==> src/rtl/spi_regfile_slave_pkg.sv <==
// rtl/spi_regfile_slave_pkg.sv - shared FSM encoding and constants for the SPI register-file slave
package spi_regfile_slave_pkg;

  typedef enum logic [1:0] {
    ST_IDLE = 2'd0,
    ST_CMD  = 2'd1,
    ST_DATA = 2'd2
  } state_t;

  localparam logic [7:0] STATUS_MAGIC_DEF = 8'hA0;

  // The read/write flag is the MSB of the command word.
  function automatic int cmd_wr_bit(input int data_w);
    return data_w - 1;
  endfunction

endpackage

==> src/rtl/spi_sync_edge.sv <==
// rtl/spi_sync_edge.sv - 2-FF synchroniser with rise/fall pulse outputs
module spi_sync_edge (
  input  logic clk,
  input  logic reset_n,
  input  logic din,
  output logic rise,
  output logic fall
);

  logic s1, s2, s3;

  // Resetting low means a select already held low at reset release never looks like a fall.
  always_ff @(posedge clk or negedge reset_n) begin
    if (!reset_n) begin
      s1 <= 1'b0;
      s2 <= 1'b0;
      s3 <= 1'b0;
    end else begin
      s1 <= din;
      s2 <= s1;
      s3 <= s2;
    end
  end

  assign rise = s2 & ~s3;
  assign fall = ~s2 & s3;

endmodule

==> src/rtl/spi_regfile_slave.sv <==
// rtl/spi_regfile_slave.sv - SPI mode-0 slave with NREG control registers and NREG status words
// Optional write-strobe output enabled by SPIREG_WSTROBE_EN.
module spi_regfile_slave
  import spi_regfile_slave_pkg::*;
#(
  parameter int                DATA_W       = 8,
  parameter int                NREG         = 4,
  parameter int                MUX_W        = 2,
  parameter logic [DATA_W-1:0] STATUS_MAGIC = DATA_W'(STATUS_MAGIC_DEF)
) (
  input  logic                   clk,
  input  logic                   reset_n,
  input  logic                   ss,
  input  logic                   sclk,
  input  logic                   mosi,
  output logic                   miso,
  output logic                   miso_oe,
  output logic [MUX_W-1:0]       mux,
  output logic [NREG*DATA_W-1:0] regs_out,
  input  logic [NREG*DATA_W-1:0] stat_in
`ifdef SPIREG_WSTROBE_EN
  ,
  output logic [NREG-1:0]        wstrobe
`endif
);

  localparam int AW     = DATA_W - 1;
  localparam int CW     = $clog2(DATA_W);
  localparam int WR_BIT = cmd_wr_bit(DATA_W);

  state_t              state;
  logic [CW-1:0]       bit_cnt;
  logic [DATA_W-2:0]   rx_sh;
  logic [DATA_W-1:0]   tx_sh;
  logic [AW-1:0]       addr;
  logic                is_wr;
  logic                err;
  logic                wr_pend;
  logic [AW-1:0]       wr_addr;
  logic [DATA_W-1:0]   wr_data;
  logic [DATA_W-1:0]   regs [NREG];

  logic ss_rise, ss_fall, sclk_rise, sclk_fall;
  logic mosi_s1, mosi_s;

  spi_sync_edge u_ss_sync (
    .clk(clk), .reset_n(reset_n), .din(ss), .rise(ss_rise), .fall(ss_fall)
  );

  spi_sync_edge u_sclk_sync (
    .clk(clk), .reset_n(reset_n), .din(sclk), .rise(sclk_rise), .fall(sclk_fall)
  );

  always_ff @(posedge clk or negedge reset_n) begin
    if (!reset_n) begin
      mosi_s1 <= 1'b0;
      mosi_s  <= 1'b0;
    end else begin
      mosi_s1 <= mosi;
      mosi_s  <= mosi_s1;
    end
  end

  logic [DATA_W-1:0] rx_word;
  logic              last_bit;
  logic [AW-1:0]     next_addr;
  logic [AW-1:0]     rd_addr;
  logic [DATA_W-1:0] rd_data;

  assign rx_word   = {rx_sh, mosi_s};
  assign last_bit  = (bit_cnt == CW'(DATA_W - 1));
  assign next_addr = (addr == AW'(2 * NREG - 1)) ? '0 : addr + AW'(1);
  // Command word: readback starts at the commanded address; data word: at the next one.
  assign rd_addr   = (state == ST_CMD) ? rx_word[AW-1:0] : next_addr;

  always_comb begin
    rd_data = '0;
    for (int i = 0; i < NREG; i++) begin
      if (rd_addr == AW'(i))        rd_data = regs[i];
      if (rd_addr == AW'(NREG + i)) rd_data = stat_in[i*DATA_W +: DATA_W];
    end
  end

  always_ff @(posedge clk or negedge reset_n) begin
    if (!reset_n) begin
      state   <= ST_IDLE;
      bit_cnt <= '0;
      rx_sh   <= '0;
      tx_sh   <= '0;
      addr    <= '0;
      is_wr   <= 1'b0;
      err     <= 1'b0;
      miso_oe <= 1'b0;
      wr_pend <= 1'b0;
      wr_addr <= '0;
      wr_data <= '0;
    end else begin
      wr_pend <= 1'b0;
      if (ss_rise) begin
        // Deselect beats any coincident sclk edge; a partial word is dropped and flagged.
        if (state != ST_IDLE && bit_cnt != '0) err <= 1'b1;
        state   <= ST_IDLE;
        bit_cnt <= '0;
        miso_oe <= 1'b0;
      end else if (ss_fall && state == ST_IDLE) begin
        state   <= ST_CMD;
        bit_cnt <= '0;
        miso_oe <= 1'b1;
        tx_sh   <= {STATUS_MAGIC[DATA_W-1:1], err};
        err     <= 1'b0;
      end else if (state != ST_IDLE) begin
        if (sclk_rise) begin
          rx_sh <= rx_word[DATA_W-2:0];
          if (last_bit) begin
            bit_cnt <= '0;
            tx_sh   <= rd_data;
            if (state == ST_CMD) begin
              is_wr <= rx_word[WR_BIT];
              addr  <= rx_word[AW-1:0];
              state <= ST_DATA;
            end else begin
              wr_pend <= is_wr && (addr < AW'(NREG));
              wr_addr <= addr;
              wr_data <= rx_word;
              addr    <= next_addr;
            end
          end else begin
            bit_cnt <= bit_cnt + CW'(1);
          end
        end else if (sclk_fall && bit_cnt != '0) begin
          // No shift on the fall after a word's last bit: the fresh word's MSB must stay up.
          tx_sh <= {tx_sh[DATA_W-2:0], 1'b0};
        end
      end
    end
  end

  always_ff @(posedge clk or negedge reset_n) begin
    if (!reset_n) begin
      for (int i = 0; i < NREG; i++) regs[i] <= '0;
`ifdef SPIREG_WSTROBE_EN
      wstrobe <= '0;
`endif
    end else begin
`ifdef SPIREG_WSTROBE_EN
      wstrobe <= '0;
`endif
      for (int i = 0; i < NREG; i++) begin
        if (wr_pend && wr_addr == AW'(i)) begin
          regs[i] <= wr_data;
`ifdef SPIREG_WSTROBE_EN
          wstrobe[i] <= 1'b1;
`endif
        end
      end
    end
  end

  genvar g;
  generate
    for (g = 0; g < NREG; g++) begin : g_regs_out
      assign regs_out[g*DATA_W +: DATA_W] = regs[g];
    end
  endgenerate

  assign mux  = regs[0][MUX_W-1:0];
  assign miso = miso_oe & tx_sh[DATA_W-1];

endmodule

==> config.mk <==
export PLATFORM = sky130hd
export DESIGN_NAME = spi_regfile_slave
export DESIGN_NICKNAME = d
export VERILOG_FILES = /design/src/rtl/spi_regfile_slave_pkg.sv /design/src/rtl/spi_sync_edge.sv /design/src/rtl/spi_regfile_slave.sv
export SDC_FILE = /design/constraint.sdc
export NUM_CORES = 1
export LEC_CHECK = 0
export ABC_AREA = 1
export CORE_MARGIN = 3
export CORE_UTILIZATION = 60
export DETAILED_ROUTE_END_ITERATION = 8
export DONT_BUFFER_PORTS = 1
export MAX_ROUTING_LAYER = met4
export PLACE_DENSITY = 0.73
export SYNTH_ARGS = -nofsm -noshare
export SYNTH_HDL_FRONTEND = slang
export SYNTH_SLANG_ARGS = --single-unit
==> constraint.sdc <==
create_clock -name clk -period 2.06 [get_ports clk]
set_input_delay 0.412 -clock clk [delete_from_list [all_inputs] [get_ports clk]]
set_output_delay 0.412 -clock clk [all_outputs]
set_load 0.02 [all_outputs]
==> results by group, run 1 <==
Timing
  – Period Utilization, post-route: 1.035
  – Setup ws final: -0.07109 ns
  – Final setup violating endpoints: 8
  – Setup TNS: -0.2108 ns
  – Count of final hold-check violations: 86
  – Max-slew violations: 0
  – FMAX: ~470 MHz
  – RSZ-0062 raised after global routing: yes
  – Final min period: between 2 and 2.5 ns
  – Hold Worst Slack: -0.2711 ns
  – Slew @ Worst Pin: just under 0.6 ns
  – Slew headroom: 0.6013
  – Skew final: between 0.01 and 0.015 ns

Detailed routing
  – Initial DRC count: 250
  – Via count: between 3000 and 4000
  – Detail Route Antenna Nets: 0
  – Routed WL per cell: between 15 and 20 µm
  – Via density: between 5 and 6
  – Total Routed Length: around 11 mm
  – Drc violations: 0
  – TritonRoute pass-1 iters: 4

Critical path
  – Element type at the critical path start: flop
  – WP data arrival: between 2 and 2.5 ns
  – CP dominant cell by count: nor2_4
  – Crit path kind: flop to flop
  – Worst Setup End Kind: flop
  – R2R Path Start: addr[0]$_DFFE_PN0P_
  – R2R Path End: tx_sh[0]$_DFFE_PN0P_
  – Critical-path cell list: ha_4, nand2_4, nor2_4, nand3_1, nand3_2, o21ai_2, nor2_4, nand2_2, nor2_4, buf_6, buf_4, nand2_1, nand4_1, a21o_1
  – Crit-path slowest cell: dfrtp_1
  – Worst Path Max Fanout: 6
  – CP required: 2.37 ns
  – Worst reg2reg path depth: 14
  – Worst reg2reg setup slack: -0.07 ns
  – Worst path max stage delay: around 0.40 ns
  – CP bufs+invs: 2
  – CP delay by family, top: simple AND/OR/NAND/NOR gates

Synthesis
  – Post-synth top area share: 0.4934
  – Synth cell count leaders: nand2_1, dfrtp_1, inv_1, nor2_1, o21ai_0
  – Mux contribution to synthesized area: 0.002582
  – Top-count cell post-synth: nand2_1
  – Unique masters post-synth: 36
  – Top cells by area, synth: dfrtp_1, nand2_1, o21ai_0, inv_1, nand3_1
  – Post-Synth XOR/XNOR Area: 0
  – Adder-Cell Fraction of Synth Area: 0.01147
  – Synth Register Bits: 86
  – Syn Inst Count: approximately 550
  – Synth area leader: dfrtp_1
  – Synth Cell Area: roughly 4400 µm²
  – Post-synth EDFFs: 0
  – Simple-gate area share of the yosys netlist: 0.2785
  – Average size of a mapped cell: 7.902 µm²
  – YS warnings: 0
  – Synth Area in Compound Gates: 0.1156
  – Synth async-reset ratio: 1.000
  – Synth Flop Type: dfrtp_1
  – Largest family of logic cells by synthesized area: simple AND/OR/NAND/NOR gates
  – Seq/Total Area, Yosys: 0.4934
  – Synth Net Count: ~600

Die
  – Chip width: 91.26 µm
  – Die Span Y: approximately 91 µm
  – Core box area: approximately 7000 µm²
  – Starting density of the core: 0.6315
  – DIE AREA: 8328 µm²
  – Row count: 30
  – Io pins: 73

CTS
  – CTS Sinks: between 80 and 90
  – CTS root buffer: clkbuf_8
  – CTS tree: done
  – Cts bufs inserted: 9
  – Worst-path clk slew: approximately 0.090 ns
  – Clk buf depth: 2
  – Clk Latency, worst-skew pair: about 0.37 ns
  – CTS H-Tree Depth: 3

Global routing
  – All-Layer GR Usage: 0.2737
  – Met1 GRT Util: 0.3452
  – Met3 Usage GRT: 0.06379
  – GRT overflow: 0
  – Global-route wire length before repair: about 17 mm
  – Vias in the first global route: between 3000 and 4000
  – Grt met2 use: 0.4273
  – Largest net degree at the start of global routing: 87
  – Initial antenna violation count: 0
  – GR peak layer: met2

Job
  – Maxcap violations: 0

Place
  – PortBufs: 0
  – HPWL Detailed: approximately 7.7 mm
  – Dpl ws: -0.06790 ns
  – Routability Congestion: between 0.9 and 1

Layout
  – FF/Latch Area: about 2200 µm²
  – Multi-input logic area: around 1900 µm²
  – Synthesis-to-finish area growth: 13.63%
  – Fill count: 564
  – Final nets: 616
  – N_diodes: 0
  – Share of cells above drive strength 1: 0.1710

Power
  – Leakage: between 0.002 and 0.0025 µW
  – Pwr Density: about 860 nW/µm²
  – Peak supply drop: a little under 0.0006 V

Min path
  – Hold Path Class: input pin to async pin

Run status
  – Failing checks: negative hold slack, negative setup slack
  – Status: complete, but fails checks
layout make-up:
| class | count | share of cell area |
|---|---|---|
| clock inverters | 6 | 0.01414 |
| inverters | 84 | 0.06463 |
| well taps | 96 | 0.02424 |
| repair buffers | 30 | 0.05352 |
| multi-input cells | 364 | 0.3835 |
| clock buffers | 9 | 0.02499 |
| flip-flops and latches | 86 | 0.4350 |
metal layers:
layer | part of all wire | routed length (µm) | vias up
li1 | - | - | 1808
met1 | 0.43 | 4601 | 1817
met2 | 0.47 | 5117 | 134
met3 | 0.072 | 781 | 25
met4 | 0.027 | 292 | 0
met5 | 0 | 0 | -
kinds of logic after synthesis:
family          Yosys count
compound gates           91
simple gates            268
mux                       1
flops                    86
buf+inv                 102
fa+ha+maj                 4
power breakdown:
group          total (µW)  switching (µW)  internal (µW)  leakage, µW
sequential           1890            94.3           1790      0.00115
clock                1210             645            564    0.0000936
combinational        1140             663            478      0.00111
total                4240            1400           2840      0.00235
timing repair:
action | 4_1_cts | 5_1_grt
gates cloned | 0 | 0
resized for setup | 11 | 22
setup buffers | 5 | 7
endpoints found under the setup margin | 8 | 8
endpoints found under the hold margin | 86 | 86
pin swaps | 4 | 17
per-stage QoR:
step	instances	area [µm²]	utilization	power, µW
after CTS	668	4805	0.6957	4102
after detailed placement	648	4518	0.6542	2780
after global placement	648	4518	0.6542	2751
final	675	4956	0.7176	4240
after global routing	675	4956	0.7176	4440
after floorplan	552	4362	-	2566
registers in the layout, summed over array words and instances (netlist names):
signal	count
tx_sh	8
wr_addr	7
regs_out	30
bit_cnt	3
wr_data	8
addr	7
mosi_s	1
rx_sh	7
u_sclk_sync.s1	1
mux	2
u_sclk_sync.s2	1
state	2
err	1
u_sclk_sync.s3	1
wr_pend	1
miso_oe	1
u_ss_sync.s3	1
is_wr	1
mosi_s1	1
u_ss_sync.s1	1
u_ss_sync.s2	1
how the worst max path moves through the flow:
| stage | from | to | slack [ns] | cells past startpoint |
|---|---|---|---|---|
| after global placement | addr[0]$_DFFE_PN0P_ | tx_sh[7]$_DFFE_PN0P_ | 0.003 | 14 |
| after CTS | addr[1]$_DFFE_PN0P_ | tx_sh[0]$_DFFE_PN0P_ | 0.002 | 14 |
| after detailed placement | addr[0]$_DFFE_PN0P_ | tx_sh[6]$_DFFE_PN0P_ | -0.07 | 14 |
| final | addr[0]$_DFFE_PN0P_ | tx_sh[0]$_DFFE_PN0P_ | -0.07 | 14 |
| after global routing | addr[0]$_DFFE_PN0P_ | tx_sh[6]$_DFFE_PN0P_ | -0.20 | 17 |
| after floorplan | addr[1]$_DFFE_PN0P_ | tx_sh[1]$_DFFE_PN0P_ | 0.16 | 15 |
layout by cell type, fill, tap and decap left out, types with 7 or more instances in the layout:
cell type / n
nand2_2: 7
clkbuf_8: 9
inv_1: 71
a21oi_1: 7
nand4_1: 14
o21ai_0: 58
dfrtp_1: 83
o21ai_1: 7
nand2_1: 123
inv_2: 11
buf_4: 24
nor2_1: 57
nand3_1: 42
Power figures use the tool's default switching activity.
==> run 2, diff against run 1 <==
- CORE_MARGIN: 3 -> 4
==> run 2 against run 1 <==
  * The run ends with negative hold slack left
  * Sequential power barely moved
  * Clock power rose by 21%
  * Sequential cell count did not move
  * Sequential share of layout area barely moved
  * Hold slack got worse by 0.0089 ns
  * Total power rose by 4.3%
  * Clock skew rose by 0.0021 ns
  * Combinational power fell by 7%
  * Register-to-register slack improved by 0.09 ns
  * Utilization fell by 0.42 points
  * Critical path type unchanged
  * Largest cell class unchanged
  * Largest power group unchanged
==> results by group, run 2 (synthesis gave the netlist of run 1 again) <==
Die
  – Starting density of the core: 0.6281
  – Row count: 30
  – Core box area: 6944 µm²
  – DIE AREA: 8697 µm²
  – Chip width: slightly above 90 µm
  – Die Span Y: 93.26 µm
  – Io pins: 73

Power
  – Leakage: 0.002328 µW
  – Peak supply drop: 0.0007898 V
  – Pwr Density: 892.9 nW/µm²
  – Total Power Consumption: approximately 4400 µW

CTS
  – Cts bufs inserted: 9
  – Worst-path clk slew: approximately 0.10 ns
  – CTS tree: done
  – CTS Sinks: between 80 and 90
  – CTS H-Tree Depth: 3
  – CTS root buffer: clkbuf_8
  – Clk Latency, worst-skew pair: 0.37 ns
  – Clk buf depth: 2

Detailed routing
  – TritonRoute pass-1 iters: 5
  – Drc violations: 0
  – Routed WL per cell: between 15 and 20 µm
  – Via count: 3674
  – Initial DRC count: about 240
  – Via density: 5.533
  – Detail Route Antenna Nets: 0
  – Total Routed Length: between 10 and 15 mm

Critical path
  – Crit path kind: flop to flop
  – Element type at the critical path start: flop
  – Worst Path Max Fanout: 11
  – WP data arrival: 2.31 ns
  – Crit-path slowest cell: dfrtp_1
  – Worst path max stage delay: 0.40 ns
  – Critical-path cell list: ha_4, nand2_4, nor2_4, nand2_1, nand2_1, nand3_2, o21ai_4, nor2_4, buf_6, buf_16, nand3_2, nand4_1, nor2_1, nand2_1, nand2_1, nand2_1
  – Worst Setup End Kind: flop
  – CP dominant cell by count: nand2_1
  – CP required: 2.33 ns

Layout
  – Final nets: 604
  – Fill count: 529
  – Max reg flops: 30
  – Multi-input logic area: 1922 µm²
  – Synthesis-to-finish area growth: 13.57%
  – Most common cell after layout, fill and taps aside: nand2_1
  – FF/Latch Area: around 2200 µm²
  – Commonest non-fill, non-tap cells in the layout: nand2_1, dfrtp_1, inv_1
  – Share of cells above drive strength 1: 0.1585
  – Final Cell Area: about 5000 µm²
  – N_diodes: 0

Timing
  – FMAX: 489.8 MHz
  – Hold Worst Slack: -0.2800 ns
  – Final min period: a little over 2 ns
  – Slew @ Worst Pin: roughly 0.56 ns
  – Skew final: 0.01561 ns
  – Slew headroom: 0.6232
  – Count of final hold-check violations: 86
  – Period Utilization, post-route: 0.9911
  – RSZ-0062 raised after global routing: yes
  – Max-slew violations: 0
  – Final setup violating endpoints: 0

Job
  – Maxcap violations: 0

Global routing
  – All-Layer GR Usage: 0.2636
  – Global-route wire length before repair: ~17 mm
  – GRT overflow: 0
  – Vias in the first global route: approximately 3400
  – Initial antenna violation count: 0
  – Largest net degree at the start of global routing: between 80 and 90

Place
  – DP Area: 4486 µm²
  – Routability Congestion: approximately 0.93
  – PortBufs: 0
  – HPWL Detailed: around 7.6 mm

Min path
  – Hold Path Class: input pin to async pin

Run status
  – Failing checks: negative hold slack
  – Status: complete, but fails checks
-- run 2: changes by cell type in the layout (fill, tap and decap cells not counted), sizes merged --
cell | before | now
inv | 86 | 85
clkinvlp | 2 | 1
nor2 | 66 | 67
buf | 30 | 17
bufinv | 1 | 3
clkinv | 1 | 2
-- run 2: final cells by class --
type | instances | area share
Sequential cell | 86 | 0.4350
Multi-Input combinational cell | 365 | 0.3880
Inverter | 84 | 0.06416
Timing Repair Buffer | 17 | 0.03713
Clock inverter | 7 | 0.02652
Clock buffer | 9 | 0.02501
Tap cell | 96 | 0.02425
-- run 2: repair_timing --
action | 4_1_cts | 5_1_grt
endpoints found under the hold margin | 86 | 86
pin swaps | 5 | 9
buffers inserted | 2 | 1
endpoints found under the setup margin | 8 | 8
cloned | 3 | 0
resized for setup | 12 | 23
-- run 2: critical path, delay by kind of cell, from the launching register on --
kind / cells / cell delay (ns)
and+or+nand+nor: 12 / 0.97
DFF: 1 / 0.40
buffers and inverters: 2 / 0.27
adders and majority gates: 1 / 0.18
AOI/OAI and AO/OA: 1 / 0.12
-- run 2: per-stage QoR --
| step | setup slack [ns] | utilization | TNS [ns] | hold slack, ns | cells |
|---|---|---|---|---|---|
| after floorplan | 0.1564 | - | 0 | 0.1164 | 552 |
| final | 0.01843 | 0.7133 | 0 | -0.2800 | 664 |
| after detailed placement | -0.09849 | 0.6459 | -0.5189 | 0.1185 | 642 |
| after global routing | -0.1609 | 0.7133 | -0.9286 | -0.2966 | 664 |
| after global placement | -0.07387 | 0.6459 | -0.2937 | 0.1182 | 642 |
| after CTS | 0.003858 | 0.6982 | 0 | -0.2871 | 663 |
-- run 2: metal layers --
| metal | vias to the layer above | GRT usage | share of wire |
|---|---|---|---|
| met5 | - | - | 0 |
| met2 | 156 | 0.4098 | 0.47 |
| met3 | 21 | 0.06758 | 0.088 |
| met4 | 0 | 0.08547 | 0.026 |
| met1 | 1706 | 0.3401 | 0.42 |
| li1 | 1791 | - | - |
-- run 2: final timing paths --
kind	slack, ns	start	cells past startpoint	endpoint
max in group asynchronous	2.20	reset_n	0	state[1]$_DFFE_PN0P_
worst max register to register	0.02	addr[1]$_DFFE_PN0P_	16	tx_sh[1]$_DFFE_PN0P_
worst min-delay path	-0.28	reset_n	0	regs_out[4]$_DFFE_PN0P_
min in group clk	0.07	sclk	0	u_sclk_sync.s1$_DFF_PN0_
worst max-delay path	0.02	addr[1]$_DFFE_PN0P_	16	tx_sh[1]$_DFFE_PN0P_
worst min register to register	0.36	mosi_s1$_DFF_PN0_	0	mosi_s$_DFF_PN0_
-- run 2: power breakdown --
group / total [µW] / leakage (µW) / internal, µW / switching [µW]
registers: 1890 / 0.00115 / 1790 / 97.0
logic: 1060 / 0.00105 / 413 / 645
clock network: 1470 / 0.000123 / 821 / 652
total: 4420 / 0.00233 / 3030 / 1390
==> run 3, diff against run 2 <==
- MAX_ROUTING_LAYER: met4 -> unset
==> run 3 against run 2 <==
  * The flow still finishes with violations (negative hold slack)
  * Sequential cell count is the same
  * Sequential share of layout area is the same
  * Non-clock buffer count is the same
  * Die area is the same
  * Combinational power is essentially flat
  * Global-route usage shrank 0.73 points
  * Count of clock-buffer cells in the layout is the same
  * Final cell count is the same
  * Clock power is essentially flat
  * First-iteration DRC count shrank 7.5%
  * Setup slack lost 0.014 ns
  * Total power is essentially flat
  * Critical path type unchanged
  * Critical endpoint is now tx_sh[0]$_DFFE_PN0P_
  * Largest cell class unchanged
  * Largest power group unchanged
==> results by group, run 3 (synthesis gave the netlist of run 1 again) <==
Die
  – Die Span Y: slightly above 90 µm
  – Core box area: 6944 µm²
  – Row count: 30
  – Starting density of the core: 0.6281
  – DIE AREA: 8697 µm²
  – Io pins: 73
  – Chip width: about 93 µm

Timing
  – Setup TNS: 0 ns
  – Setup ws final: 0.004535 ns
  – Final setup violating endpoints: 0
  – Skew final: around 0.016 ns
  – Max-slew violations: 0
  – Period Utilization, post-route: 0.9978
  – Slew @ Worst Pin: between 0.5 and 0.6 ns
  – Count of final hold-check violations: 86
  – FMAX: between 400 and 500 MHz
  – Final min period: 2.055 ns
  – Hold Worst Slack: -0.2781 ns
  – RSZ-0062 raised after global routing: yes
  – Slew headroom: 0.6114

Min path
  – Hold Path Class: input pin to async pin

CTS
  – Cts bufs inserted: 9
  – Clk Latency, worst-skew pair: about 0.37 ns
  – CTS Sinks: 86
  – CTS root buffer: clkbuf_8
  – Clk buf depth: 2
  – Worst-path clk slew: ~0.1 ns
  – CTS tree: done
  – CTS H-Tree Depth: 3

Place
  – Routability Congestion: between 0.9 and 1
  – HPWL Detailed: 7.567 mm
  – Dpl ws: -0.09849 ns
  – PortBufs: 0

Global routing
  – Initial antenna violation count: 0
  – Met1 GRT Util: 0.3390
  – Vias in the first global route: ~3400
  – Grt met2 use: 0.4104
  – GR peak layer: met2
  – GRT overflow: 0
  – Global-route wire length before repair: ~17 mm
  – Met3 Usage GRT: 0.06758
  – Largest net degree at the start of global routing: 87
  – All-Layer GR Usage: 0.2563

Critical path
  – Worst path max stage delay: about 0.4 ns
  – Crit path kind: flop to flop
  – WP data arrival: ~2.3 ns
  – Element type at the critical path start: flop
  – Worst Path Max Fanout: 12
  – Critical-path cell list: ha_4, nand2_4, nor2_4, nand2_1, nand2_1, nand3_2, o21ai_4, nor2_4, buf_12, nand2_1, nor3b_2, nor2_1, nand4_1, a21o_1
  – Crit-path slowest cell: dfrtp_1
  – Worst reg2reg path depth: 14
  – Worst Setup End Kind: flop
  – CP required: between 2 and 2.5 ns
  – CP dominant cell by count: nand2_1

Detailed routing
  – Initial DRC count: 223
  – Detail Route Antenna Nets: 0
  – Drc violations: 0
  – TritonRoute pass-1 iters: 5
  – Via count: 3684
  – Routed WL per cell: between 15 and 20 µm
  – Total Routed Length: about 11 mm
  – Via density: about 5.5

Layout
  – N_diodes: 0
  – Max reg flops: 30
  – Share of cells above drive strength 1: 0.1585
  – Final nets: 604
  – Fill count: roughly 530
  – Commonest non-fill, non-tap cells in the layout: nand2_1, dfrtp_1, inv_1
  – Synthesis-to-finish area growth: 13.57%
  – Most common cell after layout, fill and taps aside: nand2_1

Power
  – Comb power frac: 0.239
  – Clock share of power: 0.334
  – Sequential share of power: 0.427
  – Peak supply drop: ~0.00079 V
  – Internal: between 3000 and 4000 µW
  – Net Sw Frac: 0.3153
  – Total Power Consumption: roughly 4400 µW
  – Leakage: roughly 0.0023 µW
  – Pwr Density: around 890 nW/µm²
  – NetSw: ~1400 µW

Run status
  – Status: complete, but fails checks
  – Failing checks: negative hold slack

Job
  – Maxcap violations: 0
[run 3: power groups by stage]
| stage | clock network (µW) | registers (µW) | logic, µW |
|---|---|---|---|
| final | 1480 | 1890 | 1060 |
| after global routing | 1570 | 1910 | 1150 |
| after CTS | 1510 | 1890 | 970 |
| after detailed placement | 0 | 1920 | 786 |
| after global placement | 0 | 1920 | 766 |
| after floorplan | 0 | 1890 | 672 |
[run 3: path summary, 6_finish.rpt]
| check | startpoint | end | slack (ns) |
|---|---|---|---|
| max | addr[1]$_DFFE_PN0P_ | tx_sh[0]$_DFFE_PN0P_ | 0.005 |
| min | reset_n | regs_out[4]$_DFFE_PN0P_ | -0.28 |
| max reg2reg | addr[1]$_DFFE_PN0P_ | tx_sh[0]$_DFFE_PN0P_ | 0.005 |
| min reg2reg | mosi_s1$_DFF_PN0_ | mosi_s$_DFF_PN0_ | 0.36 |
| max in group asynchronous | reset_n | state[1]$_DFFE_PN0P_ | 2.19 |
| min in group clk | sclk | u_sclk_sync.s1$_DFF_PN0_ | 0.07 |
[run 3: stage by stage]
stage | cells | hold slack, ns | cell area, µm² | util
after floorplan | 552 | 0.1164 | 4362 | -
after global placement | 642 | 0.1182 | 4486 | 0.6459
after detailed placement | 642 | 0.1185 | 4486 | 0.6459
after CTS | 663 | -0.2871 | 4848 | 0.6982
after global routing | 664 | -0.2945 | 4954 | 0.7133
final | 664 | -0.2781 | 4954 | 0.7133
[run 3: final cells by class]
cell class	count	area [µm²]	area share
Sequential cell	86	2155	0.4350
Tap cell	96	120.1	0.02425
Clock inverter	7	131.4	0.02652
Timing Repair Buffer	17	183.9	0.03713
Inverter	84	317.8	0.06416
Multi-Input combinational cell	365	1922	0.3880
Clock buffer	9	123.9	0.02501
[run 3: worst max-delay path: cells and delay by family (launching register included)]
| kind | cells | cell delay [ns] |
|---|---|---|
| AOI/OAI and AO/OA | 2 | 0.34 |
| adders and majority gates | 1 | 0.18 |
| buffers and inverters | 1 | 0.16 |
| DFF | 1 | 0.40 |
| and+or+nand+nor | 10 | 0.88 |
[run 3: repair_timing]
| action | 4_1_cts | 5_1_grt |
|---|---|---|
| endpoints found under the setup margin | 8 | 8 |
| gates cloned | 3 | 0 |
| setup buffers | 2 | 1 |
| gates resized for setup | 12 | 23 |
| pin swaps | 5 | 9 |
| endpoints found under the hold margin | 86 | 86 |
[run 3: metal layers]
metal | up-vias | routed length (µm)
met5 | - | 0
met4 | 0 | 267
met3 | 19 | 851
met2 | 150 | 4977
met1 | 1724 | 4435
li1 | 1791 | -
